<file path="config.mk">
export PLATFORM = sky130hd
export DESIGN_NAME = add_pipe_cin_cout
export DESIGN_NICKNAME = d
export VERILOG_FILES = /design/src/rtl/add_pkg.sv /design/src/rtl/add_slice.sv /design/src/rtl/add_pipe_cin_cout.sv
export SDC_FILE = /design/constraint.sdc
export NUM_CORES = 1
export LEC_CHECK = 0
export BUFFER_PORTS_ARGS = -buffer_cell sky130_fd_sc_hd__buf_2
export CORE_MARGIN = 8
export CORE_UTILIZATION = 49
export DETAILED_ROUTE_END_ITERATION = 10
export PLACE_DENSITY = 0.78
export SYNTH_ARGS = -nofsm -noshare
export SYNTH_HDL_FRONTEND = slang
export SYNTH_SLANG_ARGS = --single-unit
export TNS_END_PERCENT = 30
</file>
<file path="constraint.sdc">
create_clock -name CLK -period 5.4 [get_ports CLK]
set_input_delay 0 -clock CLK [delete_from_list [all_inputs] [get_ports CLK]]
set_output_delay 0 -clock CLK [all_outputs]
set_load 0.01 [all_outputs]
</file>
<file path="src/rtl/add_pkg.sv">
// rtl/add_pkg.sv - shared constants and parameter checks for the pipelined adder
//
// ADD / SUB   : encoding of the SUB mode input (0 = add, 1 = subtract).
// width_ok()  : true when STAGES lies in 1..WIDTH and divides WIDTH evenly.
package add_pkg;

    localparam logic ADD = 1'b0;
    localparam logic SUB = 1'b1;

    function automatic bit width_ok(input int width, input int stages);
        return (stages >= 1) && (stages <= width) && ((width % stages) == 0);
    endfunction

endpackage

</file>
<file path="src/rtl/add_slice.sv">
// rtl/add_slice.sv - one SEG-bit combinational carry-chain segment
//
// A, B : SEG-bit operand slices (B already inverted for subtract)
// CI   : carry into bit 0 of the segment
// S    : SEG-bit sum slice
// CO   : carry out of the segment MSB
// CM   : carry into the segment MSB (CM ^ CO is signed overflow on the top segment)
module add_slice #(
    parameter int SEG = 8
) (
    input  logic [SEG-1:0] A,
    input  logic [SEG-1:0] B,
    input  logic           CI,
    output logic [SEG-1:0] S,
    output logic           CO,
    output logic           CM
);

    logic [SEG:0]   c;
    logic [SEG-1:0] p;

    assign c[0] = CI;

    // Per bit: propagate from the LUT, MUXCY passes the incoming carry when
    // propagating and otherwise injects A (generate == A when A == B),
    // XORCY forms the sum.
    for (genvar i = 0; i < SEG; i++) begin : g_bit
        assign p[i]   = A[i] ^ B[i];
        assign c[i+1] = p[i] ? c[i] : A[i];
        assign S[i]   = p[i] ^ c[i];
    end

    assign CO = c[SEG];
    assign CM = c[SEG-1];

endmodule

</file>
<file path="src/rtl/add_pipe_cin_cout.sv">
// rtl/add_pipe_cin_cout.sv - pipelined carry-chain adder/subtractor with valid/ready
//
// CLK, ASYNCRESETN     : clock (rising edge), asynchronous active-low reset
// IN_VALID / IN_READY  : operand beat handshake (IN_READY = !OUT_VALID || OUT_READY)
// I0, I1, CIN, SUB     : operands, carry-in, mode (0 add, 1 subtract via ~I1)
// O, COUT, OVF         : result, raw MSB carry-out, signed overflow
// OUT_VALID / OUT_READY: result beat handshake
module add_pipe_cin_cout #(
    parameter int WIDTH  = 32,
    parameter int STAGES = 4
) (
    input  logic             CLK,
    input  logic             ASYNCRESETN,
    input  logic             IN_VALID,
    output logic             IN_READY,
    input  logic [WIDTH-1:0] I0,
    input  logic [WIDTH-1:0] I1,
    input  logic             CIN,
    input  logic             SUB,
    output logic [WIDTH-1:0] O,
    output logic             COUT,
    output logic             OVF,
    output logic             OUT_VALID,
    input  logic             OUT_READY
);

    if (!add_pkg::width_ok(WIDTH, STAGES)) begin : g_param_check
        $error("add_pipe_cin_cout: STAGES must be 1..WIDTH and divide WIDTH");
    end

    localparam int SEG = WIDTH / STAGES;

    // The whole pipe moves together: it may shift whenever the output rank
    // is empty or being drained this cycle.
    logic advance;
    assign advance  = !OUT_VALID || OUT_READY;
    assign IN_READY = advance;

    logic [WIDTH-1:0] b_eff;
    assign b_eff = (SUB == add_pkg::SUB) ? ~I1 : I1;

    for (genvar k = 0; k < STAGES; k++) begin : g_stage
        localparam int IW = WIDTH - k * SEG;   // operand bits not yet summed
        localparam int DW = (k + 1) * SEG;     // result bits finished after this stage

        logic [IW-1:0]  a_in;
        logic [IW-1:0]  b_in;
        logic           ci;
        logic           v_in;
        logic [SEG-1:0] s;
        logic           co;
        logic           cm;
        logic [DW-1:0]  sum_d;
        logic [DW-1:0]  sum_q;
        logic           carry_q;
        logic           valid_q;

        if (k == 0) begin : g_head
            assign a_in  = I0;
            assign b_in  = b_eff;
            assign ci    = CIN;
            assign v_in  = IN_VALID;
            assign sum_d = s;
        end else begin : g_body
            assign a_in  = g_stage[k-1].g_skew.a_q;
            assign b_in  = g_stage[k-1].g_skew.b_q;
            assign ci    = g_stage[k-1].carry_q;
            assign v_in  = g_stage[k-1].valid_q;
            assign sum_d = {s, g_stage[k-1].sum_q};
        end

        add_slice #(.SEG(SEG)) u_slice (
            .A  (a_in[SEG-1:0]),
            .B  (b_in[SEG-1:0]),
            .CI (ci),
            .S  (s),
            .CO (co),
            .CM (cm)
        );

        always_ff @(posedge CLK or negedge ASYNCRESETN) begin
            if (!ASYNCRESETN) begin
                sum_q   <= '0;
                carry_q <= 1'b0;
                valid_q <= 1'b0;
            end else if (advance) begin
                sum_q   <= sum_d;
                carry_q <= co;
                valid_q <= v_in;
            end
        end

        // Upper operand slices ride along until their segment's turn.
        if (k < STAGES - 1) begin : g_skew
            logic [IW-SEG-1:0] a_q;
            logic [IW-SEG-1:0] b_q;

            always_ff @(posedge CLK or negedge ASYNCRESETN) begin
                if (!ASYNCRESETN) begin
                    a_q <= '0;
                    b_q <= '0;
                end else if (advance) begin
                    a_q <= a_in[IW-1:SEG];
                    b_q <= b_in[IW-1:SEG];
                end
            end
        end

        // Only the top segment sees the word MSB, so only it forms OVF.
        if (k == STAGES - 1) begin : g_tail
            logic ovf_q;

            always_ff @(posedge CLK or negedge ASYNCRESETN) begin
                if (!ASYNCRESETN) begin
                    ovf_q <= 1'b0;
                end else if (advance) begin
                    ovf_q <= cm ^ co;
                end
            end
        end else begin : g_mid
            logic cm_unused;
            assign cm_unused = cm;
        end
    end

    assign O         = g_stage[STAGES-1].sum_q;
    assign COUT      = g_stage[STAGES-1].carry_q;
    assign OVF       = g_stage[STAGES-1].g_tail.ovf_q;
    assign OUT_VALID = g_stage[STAGES-1].valid_q;

endmodule

</file>
==> results.md, run 1 <==
* FMAX at 0.266 GHz
* Max-Cap Viols at 0
* Slew @ Worst Pin at 0.955 ns
* Syn_nets at 995
* Yosys reg bits at 185
* Crit path max-delay cell type: maj3_1
* Final setup viols at 0
* PD cells at 544 mW/mm^2
* Leak at 4.98 nW
* Hpwl dp at 10.3 mm
* Vias per cell at 4.83
* Die ar. at 0.0213 mm^2
* Mean post-synth cell area at 9.00 um^2
* Outcome: finished clean
* CP Capture Type: flip-flop
* CTS Sinks at 185
* Initial antenna violation count at 0
* DR pass1 iterations at 4
* Area contributors post-synth: dfrtp_1, nand2_1, xnor2_1
* Reg2Reg Depth at 9
* Largest net degree at the start of global routing at 220
* Worst path depth at 9
* Max incr delay on CP at 0.41 ns
* Routed WL per cell at 13.1 um
* Worst hold path class: in2reg
* Relative slew slack at 36.3%
* Initial drt markers at 347
* Count leader, synth: nand2_1
* Crit Path Max Fanout at 3
* Met1 GRT Util at 20.1%
* Vias in the first global route at 6336
* CTS tree: done
* Most used cell, CP: maj3_1
* Core footprint at 0.0166 mm^2
* Delay-heaviest family, CP: adder cells
* DRC at 0
* Post-synth EDFFs at 0
* Final antenna-violating net count at 0
* PostCTS Resize Cnt at 0
* Final Slew Violations at 0
* Reg clk slew, reported paths at 0.07 ns
* Fin crit period at 3.77 ns
* Maximum clock path buffer count at 2
* Fin. Hold Viols at 0
* Setup crit start kind: flip-flop
* Nets at 1127
* Fill cell count at 1404
* Total gr overflow at 0
* GR peak layer: met2
* Global Route met2 Usage at 28.2%
* Post-synth top area share at 55.9%
* Critical path buffers and inverters at 0
* Port buffer count at 105
* Synth top cells by count: nand2_1, dfrtp_1, xnor2_1
* Min-delay src: I0[4]
* Critical Path AT at 4.01 ns
* Area growth syn-to-layout at 21.7%
* Synth Instances at 921
* Die height at 146 um
* Syn. warnings at 0
* Diode count at 0
* Ys flop type: dfrtp_1
* Initial core utilization at 50.0%
* RSZ-0062 raised after global routing: no
* H-tree Lvls at 4
* RR Endpoint: g_stage[2].sum_q[23]
* Crit Path Category: reg2reg
* Row cnt at 47
* Worst hold endpoint: g_stage[0].sum_q[4]
* I/O Pins at 106
* Worst R2R Start: g_stage[1].g_skew.b_q[0]
* Flop2flop setup slack at 1.63 ns
* Area leader, netlist: dfrtp_1
* Root buffer cell: clkbuf_16
* Final Cycle Share at 69.7%
* Vias at 6202
* Gpl congestion at 0.761
* Total CTS buffers at 17
* CP cell instances: maj3_1, maj3_1, maj3_1, fa_1, maj3_1, maj3_1, maj3_1, xnor2_1, o21ai_0
* Hold Slack at 0.0249 ns
* Total GRT Usage at 16.6%
* Crit path required time at 5.65 ns
* Worst Hold Depth at 4
* Synth cell types at 40
* GR Layer Usage met3 at 4.64%
* Cell Area, Synth at 0.00829 mm^2
* Die Wd at 146 um
* Final setup skew at 0.00870 ns
* Clock latency at the later pin of the worst-skew pair at 0.43 ns
* Crit. Startpoint: g_stage[1].g_skew.b_q[0]
* Share of the yosys chip area belonging to registers at 55.9%
* Post-Route WL at 16.9 mm
* Share of layout cells above drive strength 1 at 14.1%
* Peak VDD IR at 0.000333 V
* Setup TNS at 0 ns
* Asr flop ratio synth at 100%
* First-pass GRT wire length at 29.4 mm
cell families (layout without fill, tap and decap cells):
| group | after synthesis | count (layout) | share of synthesized area, % |
|---|---|---|---|
| adders and majority gates | 25 | 25 | 3.49 |
| muxes | 3 | 3 | 0.378 |
| xor gates and xnor gates | 85 | 85 | 9.15 |
| and+or+nand+nor | 462 | 462 | 21.2 |
| buffers and inverters | 63 | 207 | 2.99 |
| AOI/OAI and AO/OA | 98 | 98 | 6.93 |
| DFF | 185 | 185 | 55.9 |
area by class of cell:
type                    instances  area, um^2  share of cell area (%)
well taps                     220         275                    2.73
inverters                      14        55.1                   0.546
clock buffers                  17         425                    4.22
repair buffers                162        1110                    11.0
flip-flops and latches        185        4630                    45.9
clock inverters                14         173                    1.71
multi-input cells             673        3420                    33.9
where the power goes:
| group | switching, mW | internal, mW | total, mW |
|---|---|---|---|
| logic | 1.02 | 0.800 | 1.82 |
| clock network | 0.527 | 0.728 | 1.26 |
| registers | 0.403 | 2.00 | 2.41 |
| total | 1.95 | 3.53 | 5.48 |
stage by stage:
stage | power, mW | worst slack (ns) | util (%) | cell area (um^2) | std cells
after global placement | 4.13 | 1.80 | 54.0 | 8950 | 1201
final | 5.48 | 1.63 | 60.8 | 10100 | 1285
after CTS | 5.56 | 1.62 | 60.8 | 10100 | 1285
after global routing | 5.93 | 1.52 | 60.8 | 10100 | 1285
after floorplan | 3.70 | 1.92 | - | 8290 | 921
after detailed placement | 4.24 | 1.73 | 54.0 | 8950 | 1201
how the worst max path moves through the flow:
stage	to	slack, ns
2_1_floorplan	g_stage[1].carry_q	1.92
3_3_place_gp	g_stage[1].carry_q	1.80
3_5_place_dp	g_stage[1].carry_q	1.73
4_1_cts	g_stage[2].sum_q[23]	1.62
5_1_grt	g_stage[2].sum_q[23]	1.52
6_report	g_stage[2].sum_q[23]	1.63
sequential cells by signal (all words and copies together), names as in the netlist:
register	cells
g_stage.valid_q	3
g_stage.g_skew.a_q	48
OVF	1
g_stage.sum_q	48
O	32
g_stage.carry_q	3
COUT	1
g_stage.g_skew.b_q	48
OUT_VALID	1
metal layers:
layer,routed length [um],vias to the layer above
li1,-,3155
met2,8610,89
met5,0,-
met3,605,15
met1,7450,2943
met4,224,0
layout by cell type, fill, tap and decap left out, types with 2 or more instances in the layout:
master,instances
dfrtp_1,185
o22ai_1,3
clkinv_4,4
nand2_1,434
clkbuf_16,17
xnor2_1,59
nor2b_1,2
dlygate4sd3_1,53
a21oi_1,19
inv_1,13
clkinv_2,3
o21ai_0,51
buf_2,104
o31ai_1,8
inv_6,2
fa_1,3
o221ai_1,2
bufinv_16,3
maj3_1,16
a31oi_1,3
mux2i_1,2
buf_4,3
clkinvlp_4,2
a221oi_1,2
nand3_1,2
nor2_1,16
nor3_1,5
xor2_1,25
maj3_2,5
repair_timing:
action                                 in CTS  in global routing
hold buffers                               53                  0
endpoints found under the hold margin     160                  0
setup buffers                               0                  0
tightest hold or removal path: stages:
cell and delay (ns):
buf_2 0.12, xor2_1 0.08, xnor2_1 0.14, a21oi_1 0.06
Note: power is estimated with default switching activity, not from simulation.
==> run 2: changes to the inputs <==
- clock period: 5.4 -> 3.55 ns (I/O delays scaled with it)
==> run 2 against run 1 <==
Net effect:
- setup slack got worse by 1.5 ns
- clock skew rose by 0.0025 ns
- cell area rose by 1.3%
- total power rose by 54%
- sequential share of layout area fell by 0.60 points
- count of clock-buffer cells in the layout rose by 4
- routed wire length rose by 0.36%
- via count rose by 1.5%
- register-to-register slack got worse by 1.5 ns
- clock power rose by 53%
- non-clock buffer count rose by 10
- sequential power rose by 51%
- critical path type unchanged
- highest routed layer unchanged
==> results.md, run 2 (synthesized netlist as in run 1, its figures left out) <==
* Max-Cap Viols at 0
* Leak at 5.05 nW
* Port buffer count at 105
* PD cells at 825 mW/mm^2
* Placed insts at 1210
* Postcts setup bufs at 0
* Outcome: finished clean
* Total GRT Usage at 16.6%
* Largest net degree at the start of global routing at 219
* Crit path required time at 3.82 ns
* Hold Slack at 0.0196 ns
* Initial drt markers at 367
* Vias at 6293
* Total gr overflow at 0
* Final Cycle Share at 95.7%
* Die Wd at 146 um
* CTS Sinks at 185
* Setup crit start kind: flip-flop
* Post-Route WL at 16.9 mm
* H-tree Lvls at 4
* Reg clk slew, reported paths at 0.07 ns
* CTS tree: done
* Gpl congestion at 0.800
* Commonest non-fill, non-tap cell in the layout: nand2_1
* Critical Path AT at 3.67 ns
* Vias per cell at 4.85
* Final setup skew at 0.0112 ns
* Top Registers: g_stage.g_skew.a_q (48), g_stage.g_skew.b_q (48), g_stage.sum_q (48)
* Initial antenna violation count at 1
* First-pass GRT wire length at 29.6 mm
* Root buffer cell: clkbuf_16
* Clock latency at the later pin of the worst-skew pair at 0.42 ns
* Share of layout cells above drive strength 1 at 15.5%
* Hpwl dp at 10.5 mm
* Crit Path Max Fanout at 3
* Maximum clock path buffer count at 2
* Crit Path Category: reg2reg
* Peak VDD IR at 0.000466 V
* Worst hold path class: in2reg
* Min-delay src: I0[4]
* Slew @ Worst Pin at 0.941 ns
* Vias in the first global route at 6310
* Fin crit period at 3.40 ns
* I/O Pins at 106
* Area growth syn-to-layout at 23.3%
* Crit. Startpoint: g_stage[0].carry_q
* DR pass1 iterations at 5
* Routed WL per cell at 13.1 um
* DRC at 0
* Initial core utilization at 50.0%
* Worst R2R Start: g_stage[0].carry_q
* RSZ-0062 raised after global routing: no
* Fin util at 61.6%
* Row cnt at 47
* Die ar. at 0.0213 mm^2
* FMAX at 0.294 GHz
* Total CTS buffers at 17
* Die height at 146 um
* Final Slew Violations at 0
* Core footprint at 0.0166 mm^2
* Final setup viols at 0
* Final antenna-violating net count at 0
* Nets at 1137
* Most frequent cells in the layout: nand2_1, dfrtp_1, buf_2
* Relative slew slack at 37.3%
* CP Capture Type: flip-flop
* Fin. Hold Viols at 0
* Post-Layout Cell Count at 1297
==> run 2: final cells by class <==
cell class,instances,area [um^2]
diodes,1,2.50
clock buffers,21,480
flip-flops and latches,185,4630
inverters,14,55.1
multi-input cells,673,3430
fillers,1403,6370
clock inverters,11,134
repair buffers,172,1210
well taps,220,275
==> run 2: timing repair <==
action                                  4_1_cts  5_1_grt
hold buffers                                 54        0
endpoints found under the setup margin        4        4
resized for setup                             3        4
endpoints found under the hold margin       170        0
pin swaps                                     0        1
gates cloned                                  0        0
==> run 2: per-stage QoR <==
stage / setup TNS [ns] / power [mW] / cell area [um^2] / setup slack [ns]
final: 0 / 8.42 / 10200 / 0.152
after CTS: 0 / 8.53 / 10200 / 0.00447
after floorplan: 0 / 5.62 / 8290 / 0.0732
after global placement: 0 / 6.35 / 9040 / 0.0202
after detailed placement: -0.161 / 6.50 / 9040 / -0.0715
after global routing: 0 / 9.13 / 10200 / 0.00766
==> run 2: layer usage <==
metal	GRT usage [%]	vias up	share of wire, %
met3	3.83	26	3.8
li1	-	3191	-
met2	28.0	117	50
met1	20.3	2959	44
met4	6.65	0	2.2
met5	0	-	0
==> run 2: critical path, stage by stage (launching register included) <==
cell	delay, ns
dfrtp_1	0.41
maj3_2	0.33
maj3_1	0.40
maj3_1	0.38
fa_2	0.36
maj3_1	0.38
maj3_1	0.40
maj3_2	0.34
a21oi_1	0.16
o31ai_1	0.08
==> run 2: power breakdown <==
part	total, mW	leakage [nW]	internal, mW	switching [mW]
Sequential	3.65	2.23	3.05	0.601
Combinational	2.85	2.52	1.29	1.56
Clock	1.93	0.301	1.12	0.802
==> run 2: worst paths after layout <==
kind | to | slack [ns] | cells after the start
worst min-delay path | g_stage[0].sum_q[4] | 0.02 | 4
min in group asynchronous | O[25] | 0.25 | 2
max in group asynchronous | g_stage[2].sum_q[9] | 2.41 | 3
worst max-delay path | g_stage[1].carry_q | 0.15 | 9
worst max register to register | g_stage[1].carry_q | 0.15 | 9
worst min register to register | O[0] | 0.46 | 2
